`config.mk`:
```
export PLATFORM = sky130hd
export DESIGN_NAME = ctrl_useq
export DESIGN_NICKNAME = d
export VERILOG_FILES = /design/src/rtl/ctrl_useq.sv
export SDC_FILE = /design/constraint.sdc
export NUM_CORES = 2
export LEC_CHECK = 0
export ABC_CLOCK_PERIOD_IN_PS = 58000
export BUFFER_PORTS_ARGS = -buffer_cell sky130_fd_sc_hd__buf_2
export CAP_MARGIN = 20
export CELL_PAD_IN_SITES_DETAIL_PLACEMENT = 1
export CELL_PAD_IN_SITES_GLOBAL_PLACEMENT = 2
export CORE_MARGIN = 1
export CORE_UTILIZATION = 48
export CTS_CLUSTER_DIAMETER = 100
export DETAILED_ROUTE_END_ITERATION = 10
export HOLD_SLACK_MARGIN = 0.08
export PLACE_DENSITY_LB_ADDON = 0.1
export SLEW_MARGIN = 20
export SYNTH_ARGS = -nofsm -noshare
export SYNTH_HDL_FRONTEND = slang
export SYNTH_SLANG_ARGS = --single-unit
```
`constraint.sdc`:
```
create_clock -name clk -period 58 [get_ports clk]
set_input_delay 2.9 -clock clk [delete_from_list [all_inputs] [get_ports clk]]
set_output_delay 2.9 -clock clk [all_outputs]
set_load 0.01 [all_outputs]
```
`src/rtl/ctrl_useq.sv`:
```
// Microcoded control sequencer: opcode -> dispatch table -> micro-store walk,
// one control word per handshake, terminated by an end flag or the watchdog.
module ctrl_useq #(
  parameter int OPW    = 7,
  parameter int CW     = 26,
  parameter int UAW    = 5,
  parameter int MAXRUN = 16
) (
  input  logic                                 clk,
  input  logic                                 rst,
  input  logic                                 op_valid,
  output logic                                 op_ready,
  input  logic [OPW-1:0]                       op,
  output logic                                 cw_valid,
  input  logic                                 cw_ready,
  output logic [CW-1:0]                        cw,
  output logic                                 cw_last,
  output logic                                 busy,
  output logic                                 err_runaway,
  input  logic                                 prog_en,
  input  logic                                 prog_sel,
  input  logic [((OPW > UAW) ? OPW : UAW)-1:0] prog_addr,
  input  logic [CW:0]                          prog_data,
  output logic                                 prog_err
);

  localparam int ODEPTH = 2 ** OPW;
  localparam int UDEPTH = 2 ** UAW;
  localparam int SW     = (MAXRUN > 2) ? $clog2(MAXRUN) : 1;

  typedef enum logic {
    IDLE,
    RUN
  } state_t;

  state_t         state, state_nxt;
  logic [UAW-1:0] disp   [ODEPTH];
  logic [CW:0]    ustore [UDEPTH];
  logic [UAW-1:0] upc;
  logic [SW-1:0]  stepcnt;
  logic [CW:0]    cur;
  logic           wdog;
  logic           accept;
  logic           hs;
  logic           prog_ok;

  assign cur = ustore[upc];

  always_comb begin
    state_nxt = state;
    op_ready  = 1'b0;
    busy      = 1'b0;
    cw_valid  = 1'b0;
    cw        = '0;
    cw_last   = 1'b0;
    wdog      = (stepcnt == SW'(MAXRUN - 1));
    case (state)
      IDLE: begin
        op_ready = 1'b1;
        if (op_valid) state_nxt = RUN;
      end
      RUN: begin
        busy     = 1'b1;
        cw_valid = 1'b1;
        cw       = cur[CW-1:0];
        cw_last  = cur[CW] | wdog;
        if (cw_ready && cw_last) state_nxt = IDLE;
      end
      default: state_nxt = IDLE;
    endcase
  end

  always_comb begin
    accept  = 1'b0;
    hs      = 1'b0;
    prog_ok = 1'b0;
    accept  = op_valid & op_ready;
    hs      = cw_valid & cw_ready;
    // An opcode accept in the same cycle takes priority over a table write.
    prog_ok = prog_en & (state == IDLE) & ~accept;
  end

  always_ff @(posedge clk or posedge rst) begin
    if (rst) state <= IDLE;
    else     state <= state_nxt;
  end

  always_ff @(posedge clk or posedge rst) begin
    if (rst) begin
      upc         <= '0;
      stepcnt     <= '0;
      err_runaway <= 1'b0;
      prog_err    <= 1'b0;
    end else begin
      err_runaway <= hs & cw_last & ~cur[CW];
      prog_err    <= prog_en & ~prog_ok;
      if (accept) begin
        upc     <= disp[op];
        stepcnt <= '0;
      end else if (hs && !cw_last) begin
        upc     <= upc + 1'b1;
        stepcnt <= stepcnt + 1'b1;
      end
    end
  end

  always_ff @(posedge clk or posedge rst) begin
    if (rst) begin
      disp   <= '{default: '0};
      ustore <= '{default: {1'b1, {CW{1'b0}}}};
    end else if (prog_ok) begin
      if (prog_sel) ustore[prog_addr[UAW-1:0]] <= prog_data;
      else          disp[prog_addr[OPW-1:0]]   <= prog_data[UAW-1:0];
    end
  end

endmodule
```
==> flow_summary.json <==
{
  "status": "completed",
  "dp_hpwl_mm": 114,
  "syn-cell-area_um2": 69000,
  "synth_edf_count": 0,
  "clock_skew_ps": 18.5,
  "antenna_found_initial": 14,
  "first_global_vias": 42000,
  "ir_drop_mv": 0.0442,
  "cp-end-kind": "output port",
  "synth_cell_types": 52,
  "synth_ff_type": "dfrtp_1",
  "die_x_um": 381,
  "synth_top_area_share_pct": 53.8,
  "clkPwrFrac_pct": 43.1,
  "switchingPower_uw": 661,
  "required_ps": 55100,
  "drc_errors": 0,
  "vias_per_cell": 6.16,
  "drtPass1Iterations": 6,
  "power_mw": 2.48,
  "switching_share_pct": 26.6,
  "finalMaxSlewViolations": 0,
  "worstSetupPathType": "flip-flop to output port",
  "tritoncts": "yes",
  "ant_nets": 0,
  "p_int_mw": 1.82,
  "clock-root-buffer": "clkbuf_16",
  "synth_adder_area_share_pct": 0.0362,
  "hold_viol": 0,
  "finalCriticalPeriod_ps": 8120,
  "synth_seq_cells": 1516,
  "powerDensity_nw_per_um2": 32.3,
  "yosys.area.top_type": "dfrtp_1",
  "totalNegativeSetupSlack_ps": 0,
  "avgSynthCellArea_um2": 16.0,
  "layout-area-overhead-vs-synth_pct": 11.2,
  "synth_xor_area_share_pct": 0.0888,
  "vias": 38900,
  "clockBufferDepth": 3,
  "grt_pass1_wl_mm": 294,
  "gp_congestion": 0.848,
  "drt-wirelength-per-cell_um": 30.6,
  "cts_buffers": 168,
  "rows": 138,
  "arrival_ps": 5220,
  "syn_nets": 4360,
  "ctsResizeCount": 0,
  "dieArea_um2": 145000,
  "comb_power_share_pct": 12.5,
  "multi_input_area_um2": 29700,
  "port_buffers": 78,
  "grt_max_degree": 157,
  "synth_top_family_by_area": "multiplexers",
  "yosysSeqAreaShare_pct": 55.0,
  "synth_area_leaders": "dfrtp_1, mux2_2, mux4_2, clkbuf_1, dfstp_2",
  "synthMuxAreaShare_pct": 39.6,
  "insertion_delay_ps": 810,
  "fin_crit_sh_pct": 14.0,
  "synth_compound_area_share_pct": 0.758,
  "path_max_fanout": 106,
  "syn_inst": 4311,
  "r2r_cells": 8,
  "clk_pin_slew_ps": 60,
  "postCtsSetupRepairBufs": 0,
  "nNetsFinal": 4326,
  "start_util_pct": 48.6,
  "fmax_ghz": 0.123,
  "pwr-share-seq_pct": 44.4,
  "rsz0062_at_grt": "false",
  "num_io_pins": 79,
  "die_h_um": 381,
  "cap_violations": 0,
  "ys_async_sr_fraction_pct": 100,
  "hold_buffers": 0,
  "synth_warnings": 0,
  "setup_viol": 0,
  "relSlewSlack_pct": 26.7,
  "hold_class": "flip-flop to flip-flop",
  "overflow": 0,
  "startpoint_type": "flip-flop",
  "fill_cells": 12900,
  "gr-usage-all-layers_pct": 27.3,
  "drt-total-wl_mm": 193,
  "regArea_um2": 38000,
  "htreeDepth": 4,
  "core_region_area_um2": 142000,
  "clock-sinks": 1516,
  "whs_path_depth": 1,
  "drive_gt1_share_pct": 55.5,
  "drtIter0Drc": 2306,
  "synthSimpleGateAreaFrac_pct": 2.32,
  "p_leak_nw": 37.1,
  "tightest_slew_ps": 1100
}
-- cell type report --
| class | instances | share of cell area [%] |
|---|---|---|
| Sequential cell | 1516 | 49.5 |
| Multi-Input combinational cell | 2423 | 38.7 |
| Clock buffer | 262 | 6.50 |
| Tap cell | 1890 | 3.08 |
| Timing Repair Buffer | 165 | 1.46 |
| Clock inverter | 47 | 0.719 |
| Inverter | 3 | 0.0245 |
| Antenna cell | 6 | 0.0196 |
-- power groups by stage --
stage | logic (mW) | registers [mW] | clock network (mW)
5_1_grt | 0.332 | 1.11 | 1.13
3_5_place_dp | 0.317 | 1.12 | 0
3_3_place_gp | 0.314 | 1.12 | 0
6_report | 0.311 | 1.10 | 1.07
4_1_cts | 0.318 | 1.10 | 1.09
2_1_floorplan | 0.238 | 1.11 | 0
-- cell families after synthesis --
kind of cell / count (synthesis)
buffers and inverters: 372
AOI/OAI and AO/OA: 75
muxes: 1989
DFF: 1516
xor gates and xnor gates: 7
and+or+nand+nor: 350
adders and majority gates: 2
-- final timing paths --
check,from,slack [ps],end
worst max-delay path,upc[0],49880,cw[16]
worst min-delay path,ustore[482],500,ustore[482]
worst max register to register,upc[2],53870,upc[0]
worst min register to register,ustore[482],500,ustore[482]
max in group asynchronous,rst,51190,upc[2]
min in group asynchronous,rst,2270,ustore[851]
-- routing by layer --
metal	share of wire [%]	global-route usage, %	up-vias
li1	-	-	16000
met1	47	41.4	21800
met2	46	41.2	792
met3	4.4	4.38	260
met4	2.2	6.95	4
met5	0.0062	0	-
-- registers in the layout, summed over array words and instances, names as in the netlist --
signal	count
stepcnt	4
disp	640
ustore	864
upc	5
err_runaway	1
prog_err	1
state	1
-- cells in the final DEF (no fill, tap or decap), drive strengths merged, types with 7 or more instances in the layout --
master | Yosys | routed
a22oi | 8 | 8
and2 | 17 | 17
buf | 91 | 165
bufinv | 0 | 7
clkbuf | 278 | 262
clkinv | 0 | 34
dfrtp | 1484 | 1484
dfstp | 32 | 32
inv | 3 | 9
mux2 | 1507 | 1507
mux2i | 41 | 41
mux4 | 441 | 441
nand2 | 142 | 142
nand3 | 18 | 18
nand3b | 10 | 10
nor2 | 102 | 102
nor2b | 14 | 14
nor4 | 8 | 8
o22ai | 38 | 38
or3b | 9 | 9
xor2 | 7 | 7
-- cells in the mapped netlist (5+ instances only) --
cell type / count
and3_1: 6
or3b_2: 9
nor2b_1: 14
o22ai_1: 38
mux2_2: 1507
and2_1: 14
xor2_1: 7
a22oi_1: 8
buf_1: 17
dfrtp_1: 1484
nand3_1: 18
mux2i_1: 40
clkbuf_1: 278
dfstp_2: 32
nor4_1: 8
nand2_1: 141
nor2_1: 102
a211oi_1: 5
nand3b_1: 10
buf_4: 13
mux4_2: 440
nand2b_1: 6
buf_2: 61
a22o_1: 5
-- stage by stage --
step	cell area, µm²	utilization, %	setup WS (ps)	instances	hold WS, ps
finish	76800	54.0	49880	6312	498
detailed placement	71200	50.1	50170	5997	487
global route	76700	54.0	49490	6309	511
CTS	76700	54.0	49660	6306	500
floorplan	69000	-	12390	4311	474
global placement	71200	50.1	50190	5997	481
-- worst max-delay path: stages, from the launching register on --
cell and delay, ps:
dfrtp_4 910, buf_4 790, buf_12 780, mux4_2 610
mux4_2 510, mux2i_1 430, nor2_1 80, buf_2 170
No activity file was read; power rests on OpenSTA's default activity.
